==> src/rtl/uart_pkg.sv <==
// Shared UART types: transmit FSM states and the line idle level.
package uart_pkg;

  typedef enum logic [2:0] {
    IDLE,
    START,
    DATA,
    PARITY,
    STOP
  } uart_tx_state_t;

  localparam logic UART_IDLE_LEVEL = 1'b1;

endpackage

==> src/rtl/uart_baud_cnt.sv <==
// Loadable bit-period down-counter; tick marks the last clk cycle of a bit.
// Written to be shared by the transmitter and a future receiver.
module uart_baud_cnt #(
  parameter int div_width = 16
) (
  input  logic                 clk,
  input  logic                 rst,
  input  logic                 load,
  input  logic [div_width-1:0] div,
  output logic                 tick
);

  logic [div_width-1:0] count;

  // NOTE: registers use non-blocking assignments so every flop samples pre-edge values.
  always_ff @(posedge clk) begin
    if (rst) begin
      count <= '0;
    end else if (load) begin
      count <= div;
    end else if (count != '0) begin
      count <= count - 1'b1;
    end
  end

  assign tick = (count == '0);

endmodule

==> src/rtl/uart_tx.sv <==
// UART transmit serializer fed directly by a FIFO head (start/data LSB-first/[parity]/stop).
// Optional parity bit is built in when the macro UART_TX_PARITY_EN is defined.
module uart_tx
  import uart_pkg::*;
#(
  parameter int width     = 8,
  parameter int div_width = 16
) (
  input  logic                 clk,
  input  logic                 rst,
  input  logic [div_width-1:0] clk_div,
  input  logic                 stop2,
`ifdef UART_TX_PARITY_EN
  input  logic                 parity_en,
  input  logic                 parity_odd,
`endif
  input  logic                 fifo_has_dat,
  input  logic [width-1:0]     fifo_rdata,
  output logic                 fifo_re,
  output logic                 txd,
  output logic                 busy,
  output logic                 tx_done
);

  localparam int IDX_W = $clog2(width + 1);
  localparam logic [IDX_W-1:0] LAST_DATA = IDX_W'(width - 1);

  uart_tx_state_t       state;
  logic [width-1:0]     shifter;
  logic [width-1:0]     shifter_nx;
  logic [div_width-1:0] div_q;
  logic                 stop2_q;
  logic [IDX_W-1:0]     bit_idx;
  logic                 tick;
  logic                 last_stop_cycle;
  logic                 baud_load;
  logic [div_width-1:0] baud_div;
  logic                 use_parity;
  logic                 parity_bit;

`ifdef UART_TX_PARITY_EN
  logic parity_en_q;
  logic parity_q;

  // Parity is folded at pop time so the DATA state only has to shift.
  always_ff @(posedge clk) begin
    if (rst) begin
      parity_en_q <= 1'b0;
      parity_q    <= 1'b0;
    end else if (fifo_re) begin
      parity_en_q <= parity_en;
      parity_q    <= (^fifo_rdata) ^ parity_odd;
    end
  end

  assign use_parity = parity_en_q;
  assign parity_bit = parity_q;
`else
  assign use_parity = 1'b0;
  assign parity_bit = UART_IDLE_LEVEL;
`endif

  // The pop happens in the final stop cycle too, which is what removes the idle gap.
  assign last_stop_cycle = (state == STOP) && tick && (bit_idx == IDX_W'(stop2_q));
  assign fifo_re         = ((state == IDLE) || last_stop_cycle) && fifo_has_dat && !rst;
  assign tx_done         = last_stop_cycle && !rst;
  assign busy            = (state != IDLE);

  // A new frame loads the live divider; later bits reload the latched copy.
  assign baud_load  = fifo_re || (tick && (state != IDLE));
  assign baud_div   = fifo_re ? clk_div : div_q;
  assign shifter_nx = shifter >> 1;

  uart_baud_cnt #(
    .div_width(div_width)
  ) u_baud (
    .clk (clk),
    .rst (rst),
    .load(baud_load),
    .div (baud_div),
    .tick(tick)
  );

  always_ff @(posedge clk) begin
    if (rst) begin
      state   <= IDLE;
      txd     <= UART_IDLE_LEVEL;
      shifter <= '0;
      div_q   <= '0;
      stop2_q <= 1'b0;
      bit_idx <= '0;
    end else if (fifo_re) begin
      state   <= START;
      txd     <= ~UART_IDLE_LEVEL;
      shifter <= fifo_rdata;
      div_q   <= clk_div;
      stop2_q <= stop2;
      bit_idx <= '0;
    end else if (tick) begin
      case (state)
        START: begin
          state   <= DATA;
          txd     <= shifter[0];
          bit_idx <= '0;
        end
        DATA: begin
          shifter <= shifter_nx;
          if (bit_idx == LAST_DATA) begin
            bit_idx <= '0;
            if (use_parity) begin
              state <= PARITY;
              txd   <= parity_bit;
            end else begin
              state <= STOP;
              txd   <= UART_IDLE_LEVEL;
            end
          end else begin
            bit_idx <= bit_idx + 1'b1;
            txd     <= shifter_nx[0];
          end
        end
        PARITY: begin
          state   <= STOP;
          txd     <= UART_IDLE_LEVEL;
          bit_idx <= '0;
        end
        STOP: begin
          txd <= UART_IDLE_LEVEL;
          if (bit_idx == IDX_W'(stop2_q)) begin
            state   <= IDLE;
            bit_idx <= '0;
          end else begin
            bit_idx <= bit_idx + 1'b1;
          end
        end
        default: begin
          state <= IDLE;
          txd   <= UART_IDLE_LEVEL;
        end
      endcase
    end
  end

endmodule

==> config.mk <==
export PLATFORM = sky130hd
export DESIGN_NAME = uart_tx
export DESIGN_NICKNAME = d
export VERILOG_FILES = /design/src/rtl/uart_pkg.sv /design/src/rtl/uart_baud_cnt.sv /design/src/rtl/uart_tx.sv
export SDC_FILE = /design/constraint.sdc
export NUM_CORES = 1
export LEC_CHECK = 0
export BUFFER_PORTS_ARGS = -buffer_cell sky130_fd_sc_hd__buf_2
export CAP_MARGIN = 20
export CORE_MARGIN = 2
export CORE_UTILIZATION = 40
export CTS_BUF_LIST = sky130_fd_sc_hd__clkbuf_8
export DETAILED_ROUTE_END_ITERATION = 6
export MAX_ROUTING_LAYER = met4
export PLACE_DENSITY = 0.63
export SYNTH_ARGS = -nofsm -noshare
export SYNTH_HDL_FRONTEND = slang
export SYNTH_SLANG_ARGS = --single-unit
==> constraint.sdc <==
create_clock -name clk -period 2.35 [get_ports clk]
set_input_delay 0.3525 -clock clk [delete_from_list [all_inputs] [get_ports clk]]
set_output_delay 0.3525 -clock clk [all_outputs]
set_load 0.01 [all_outputs]
==> results.yml, run 1 <==
outcome:
  status: "finished, final reports clean"
timing:
  fin_crit_ps: 2265
  finalSetupViolCount: 0
  whs_ps: 263.0
  tightest_slew_ps: 540.7
  grt_setup_unrepaired: "true"
  slew_headroom: 0.6390
  finClkSkew_ps: 8.088
  maxSlewViolCount: 0
  max_freq_ghz: 0.4415
  fin_crit_sh: 0.9639
  final_hold_viol_count: 0
synth:
  synth_edf_count: 0
  muxShareOfSynthArea: 0.02002
  synth_warnings: 0
  ys.flop_type: "dfxtp_1"
  seq_area_frac_synth: 0.3924
  yosysTopAreaCell: "dfxtp_1"
  synth_top_family_by_area: "simple AND/OR/NAND/NOR gates"
  ys_ff_latch: 49
  ys_async_sr_fraction: 0
  synth.distinct_cells: 50
  synthAdderAreaFrac: 0.01502
  synth_top_cell_area_share: 0.3924
  synthSimpleGateAreaFrac: 0.2923
  synthesis.nets: 337
  synth_compound_area_frac: 0.1882
  syn_avg_cell_area_um2: 8.170
  synth_area_leaders: "dfxtp_1, nand2_1, a21oi_1, nor2_1, nor3_1"
  syn-cell-area_mm2: 0.002500
  synth_xor_xnor_area_share: 0.05255
  synthCells: 306
floorplanning:
  num_rows: 28
  die_y_um: 83.06
  dieArea_mm2: 0.006898
  die_w_um: 83.06
  core_area_mm2: 0.005991
  ioPinCount: 32
  start_util: 0.4173
global_route:
  grt-ovfl-total: 0
  grt_antenna_before_repair: 0
  track_usage: 0.1857
  grt_pass1_vias: 2218
  grt_pass1_wl_um: 10380
  grt_max_degree: 40
route:
  vias: 2314
  wire_per_inst_um: 14.82
  ant_nets: 0
  drc_errors: 0
  routed_wl_um: 6208
  drt_iter0_markers: 140
  firstDrtPassIters: 4
  via_per_inst: 5.523
finish:
  finish.utilization: 0.4898
  fill_cells: 594
  nets: 374
  area_growth_pct: 17.37
  drive_gt1_frac: 0.2064
  design_area_mm2: 0.002934
  instances_no_fill: 419
  diodes: 0
  layout_common_cells: "nand2_1, dfxtp_1, buf_2"
worst_setup_path:
  start_kind: "register"
  path_max_fanout: 6
  crit_type: "register to primary output"
  crit_chain: "or4b_2, nor2_2, a31oi_2, inv_2, buf_2"
  cp-startpoint: "state[0]"
  r2r_start: "state[0]"
  critical_path_buf_inv_count: 2
  critPathArrivalTime_ps: 1910
  critPathTopFamily: "simple AND/OR/NAND/NOR gates"
  crit_slowest_cell: "or4b_2"
  end_kind: "primary output"
  max_stage_delay_ps: 690
  cp.required_ps: 2000
clock_tree:
  cts_root_buf: "clkbuf_8"
  clock_latency_ps: 300
  cts.path.max_buffers: 2
  cts_tree: "built"
  clk_pin_slew_ps: 90
  clock_sinks: 49
  cts_post_setup_buffers_inserted: 0
  cts_buffers: 5
  htree_levels: 2
power_and_ir_drop:
  leakage_nw: 1.134
  p_clk_frac: 0.219
  power_switching_w: 0.0008648
  p_comb_frac: 0.353
  p_int_w: 0.001629
  swShare: 0.3468
  ir_worst_vdd_mv: 0.3716
  p_per_area_mw_per_mm2: 849.8
  p_seq_frac: 0.428
hold_path:
  hold_class: "input port to register"
  hold_start: "fifo_rdata[7]"
placed_design:
  dp_cells: 411
  placed_cell_area_mm2: 0.002815
  dp_hpwl_um: 4512
  port_buffers: 31
  place_congestion: 0.8488
flow_run:
  drv_cap: 0
==> per-stage QoR <==
stage	worst slack, ps	total power (W)	TNS [ps]
3_5_place_dp	121.3	0.001942	0
3_3_place_gp	125.9	0.001937	0
4_1_cts	2.642	0.002497	0
5_1_grt	-5.999	0.002658	-5.999
6_report	84.94	0.002493	0
2_1_floorplan	236.1	0.001671	0
==> cells in the mapped netlist, types with 2 or more instances <==
master and instances:
dfxtp_1 49, nand2_1 48, a21oi_1 30, nor2_1 24
nor3_1 14, clkbuf_1 13, nand3_1 10, o22ai_1 10
xnor2_1 8, nor3b_1 7, o21ai_0 7, xor2_1 7
a211oi_1 5, inv_1 5, mux2i_1 5, or3_1 5
a22oi_1 4, buf_2 4, nand3b_1 4, nand4_1 4
a311oi_1 3, ha_1 3, nand2b_1 3, a2bb2oi_1 2
a31oi_1 2, and2_1 2, nand4b_1 2, nor2b_1 2
nor4b_1 2, o21a_1 2
==> kinds of logic (layout without fill, tap and decap cells) <==
logic type	count (synthesis)	count (layout)
buf+inv	23	61
compound gates	73	73
mux	5	5
flops	49	49
simple gates	138	138
xor+xnor	15	15
fa+ha+maj	3	3
==> registers in the layout, indices dropped and copies added (netlist names) <==
| signal | cells |
|---|---|
| u_baud.count | 16 |
| stop2_q | 1 |
| bit_idx | 4 |
| state | 3 |
| txd | 1 |
| shifter | 8 |
| div_q | 16 |
==> power by group through the flow <==
stage	sequential [W]	clock, W	combinational (W)
detailed placement	0.00108	0	0.000862
CTS	0.00106	0.000566	0.000870
global placement	0.00108	0	0.000859
floorplan	0.00106	0	0.000612
global route	0.00108	0.000598	0.000976
finish	0.00107	0.000546	0.000879
==> worst register-to-register path, cell delays in order, from the launching register on <==
cell     delay [ps]
dfxtp_2         370
buf_4           170
or3b_2          450
nor2_1          280
or3_1           340
nor2_1           90
a221o_1         260
==> path summary, 6_finish.rpt <==
kind	to	slack, ps	cells past startpoint
worst max-delay path	fifo_re	80	5
worst min-delay path	shifter[7]	260	2
worst max register to register	u_baud.count[4]	280	6
worst min register to register	u_baud.count[9]	450	2
==> area by class of cell <==
cell class | instances | area, µm² | share of cell area
well taps | 75 | 93.84 | 0.03198
inverters | 5 | 18.77 | 0.006397
flip-flops and latches | 49 | 982.2 | 0.3348
multi-input cells | 234 | 1443 | 0.4917
repair buffers | 48 | 295.3 | 0.1006
clock inverters | 1 | 5.005 | 0.001706
clock buffers | 7 | 96.34 | 0.03284
==> layer usage <==
metal | wire [µm] | global-route usage
met5 | 0 | -
met4 | 78 | 0.05663
met3 | 245 | 0.03082
met2 | 2762 | 0.2815
met1 | 3121 | 0.2543
==> timing repair <==
action	CTS	global route
hold buffers	0	0
pin swaps	0	0
setup endpoints to repair	1	4
gates resized for setup	2	5
(Power assumes the default switching activity.)
==> inputs of run 2 (changes only) <==
--- a/config.mk
+++ b/config.mk
@@ -8,11 +8,11 @@
 export BUFFER_PORTS_ARGS = -buffer_cell sky130_fd_sc_hd__buf_2
 export CAP_MARGIN = 20
 export CORE_MARGIN = 2
-export CORE_UTILIZATION = 40
+export CORE_UTILIZATION = 55
 export CTS_BUF_LIST = sky130_fd_sc_hd__clkbuf_8
 export DETAILED_ROUTE_END_ITERATION = 6
 export MAX_ROUTING_LAYER = met4
-export PLACE_DENSITY = 0.63
+export PLACE_DENSITY = 0.8
 export SYNTH_ARGS = -nofsm -noshare
 export SYNTH_HDL_FRONTEND = slang
 export SYNTH_SLANG_ARGS = --single-unit
==> constraint.sdc (replaced) <==
create_clock -name clk -period 2.35 [get_ports clk]
set_input_delay 0 -clock clk [delete_from_list [all_inputs] [get_ports clk]]
set_output_delay 0 -clock clk [all_outputs]
set_load 0.01 [all_outputs]
==> run 2 against run 1 <==
Hold slack lost 30 ps. Sequential power about the same. Combinational power up 2.5%. Total power is 2.1% lower. Final area up 6.1%. Routed wire length rose by 5.6%. Setup slack better by 98 ps. Critical path depth grew 4. Highest routed layer unchanged.
==> results.yml, run 2 (same netlist as run 1, synthesis figures left out) <==
outcome:
  status: "finished, final reports clean"
worst_setup_path:
  r2r_start: "u_baud.count[0]"
  worst-r2r-setup-slack_ps: 180
  path_max_fanout: 29
  cp.required_ps: 2560
  r2r_end: "shifter[1]"
  crit_type: "register to register"
  start_kind: "register"
  end_kind: "register"
  r2r_cells: 9
  critPathArrivalTime_ps: 2380
floorplanning:
  ioPinCount: 32
  num_rows: 24
  die_w_um: 71.42
  start_util: 0.5741
  dieArea_mm2: 0.005101
  core_area_mm2: 0.004354
  die_y_um: 71.42
power_and_ir_drop:
  power_w: 0.002441
  p_clk_frac: 0.195
  leakage_nw: 1.229
  power_switching_w: 0.0008690
  ir_worst_vdd_mv: 0.4328
  swShare: 0.3561
  p_int_w: 0.001572
  p_seq_frac: 0.436
  p_comb_frac: 0.369
  p_per_area_mw_per_mm2: 784.0
finish:
  area_growth_pct: 24.52
  fill_cells: 329
  layout_common_cells: "dfxtp_1, nand2_1, buf_2"
  diodes: 0
  reg_top3: "div_q (16), u_baud.count (16), shifter (8)"
  drive_gt1_frac: 0.1734
  nets: 400
  final_common_cell: "dfxtp_1"
hold_path:
  hold_class: "input port to register"
  min_to: "div_q[3]"
  hold_depth: 3
  hold_start: "rst"
clock_tree:
  cts_resized: 0
  cts_tree: "built"
  cts_root_buf: "clkbuf_8"
  clock_sinks: 49
  clock_latency_ps: 300
  clk_pin_slew_ps: 90
  cts.path.max_buffers: 2
  cts_buffers: 5
  htree_levels: 2
timing:
  fin_crit_sh: 0.9222
  finalSetupTns_ps: 0
  finClkSkew_ps: 10.19
  finalSetupViolCount: 0
  tightest_slew_ps: 492.9
  max_freq_ghz: 0.4614
  final_hold_viol_count: 0
  maxSlewViolCount: 0
  grt_setup_unrepaired: "false"
  fin_crit_ps: 2167
  slew_headroom: 0.6694
global_route:
  grt-ovfl-total: 0
  grt_pass1_vias: 2436
  grt_max_degree: 40
  grt_antenna_before_repair: 0
  track_usage: 0.2848
  grt_pass1_wl_um: 11240
placed_design:
  place_congestion: 0.9527
  dp_hpwl_um: 4366
  port_buffers: 31
route:
  wire_per_inst_um: 15.57
  ant_nets: 0
  routed_wl_um: 6557
  via_per_inst: 5.893
  firstDrtPassIters: 4
  vias: 2481
  drt_iter0_markers: 235
  drc_errors: 0
flow_run:
  drv_cap: 0
-- run 2: cell types whose count changed in the layout (fill, tap and decap cells not counted), moves of 2 or more --
cell,delta
clkbuf_8,-2
dlygate4sd3_1,+25
inv_1,+2
buf_4,+2
-- run 2: layer usage --
layer  up-vias  wire length [µm]  global-route usage
met5         -                 0                   -
met4         0                93             0.08805
met3         9               360             0.05485
met2        94              3075              0.4496
met1      1155              3027              0.3708
li1       1223                 -                   -
-- run 2: power by group through the flow --
stage | logic [W] | registers [W] | clock network [W]
2_1_floorplan | 0.000612 | 0.00106 | 0
3_3_place_gp | 0.000833 | 0.00107 | 0
3_5_place_dp | 0.000850 | 0.00108 | 0
4_1_cts | 0.000887 | 0.00106 | 0.000484
5_1_grt | 0.00100 | 0.00108 | 0.000511
6_report | 0.000901 | 0.00106 | 0.000475
-- run 2: timing repair --
| action | 4_1_cts | 5_1_grt |
|---|---|---|
| endpoints found under the hold margin | 32 | 0 |
| endpoints found under the setup margin | 0 | 0 |
| hold buffers | 25 | 0 |
| setup buffers | 0 | 0 |
-- run 2: how the worst max path moves through the flow --
stage                    start         endpoint  slack, ps  cells past startpoint
2_1_floorplan  u_baud.count[0]  u_baud.count[3]        400                      8
3_3_place_gp   u_baud.count[0]  u_baud.count[4]        310                      9
3_5_place_dp   u_baud.count[0]       shifter[3]        230                      9
4_1_cts        u_baud.count[0]       shifter[1]        190                      9
5_1_grt        u_baud.count[0]       shifter[1]         70                      9
6_report       u_baud.count[0]       shifter[1]        180                      9
-- run 2: worst max-delay path, cell delays in order, from the launching register on --
cell and delay, ps:
dfxtp_1 380, inv_1 100, ha_1 200, nor3b_1 150, and4_1 210, buf_4 160
a31oi_2 190, buf_4 330, nor2_1 70, a311oi_1 260
-- run 2: per-stage QoR --
stage	cell area (µm²)	setup WS, ps	std cells	hold WS [ps]	utilization
after global placement	2781	313.7	389	212.0	0.6388
after CTS	3113	193.2	421	220.2	0.7149
after detailed placement	2781	231.5	389	217.5	0.6388
after global routing	3113	71.82	421	268.4	0.7149
after floorplan	2500	400.4	306	111.4	-
final	3113	182.8	421	233.2	0.7149
-- run 2: layout make-up --
cell class | instances | area (µm²) | share of cell area
multi-input cells | 234 | 1426 | 0.4582
flip-flops and latches | 49 | 980.9 | 0.3151
clock inverters | 2 | 12.51 | 0.004019
repair buffers | 74 | 540.5 | 0.1736
clock buffers | 5 | 68.82 | 0.02211
inverters | 5 | 18.77 | 0.006029
well taps | 52 | 65.06 | 0.02090
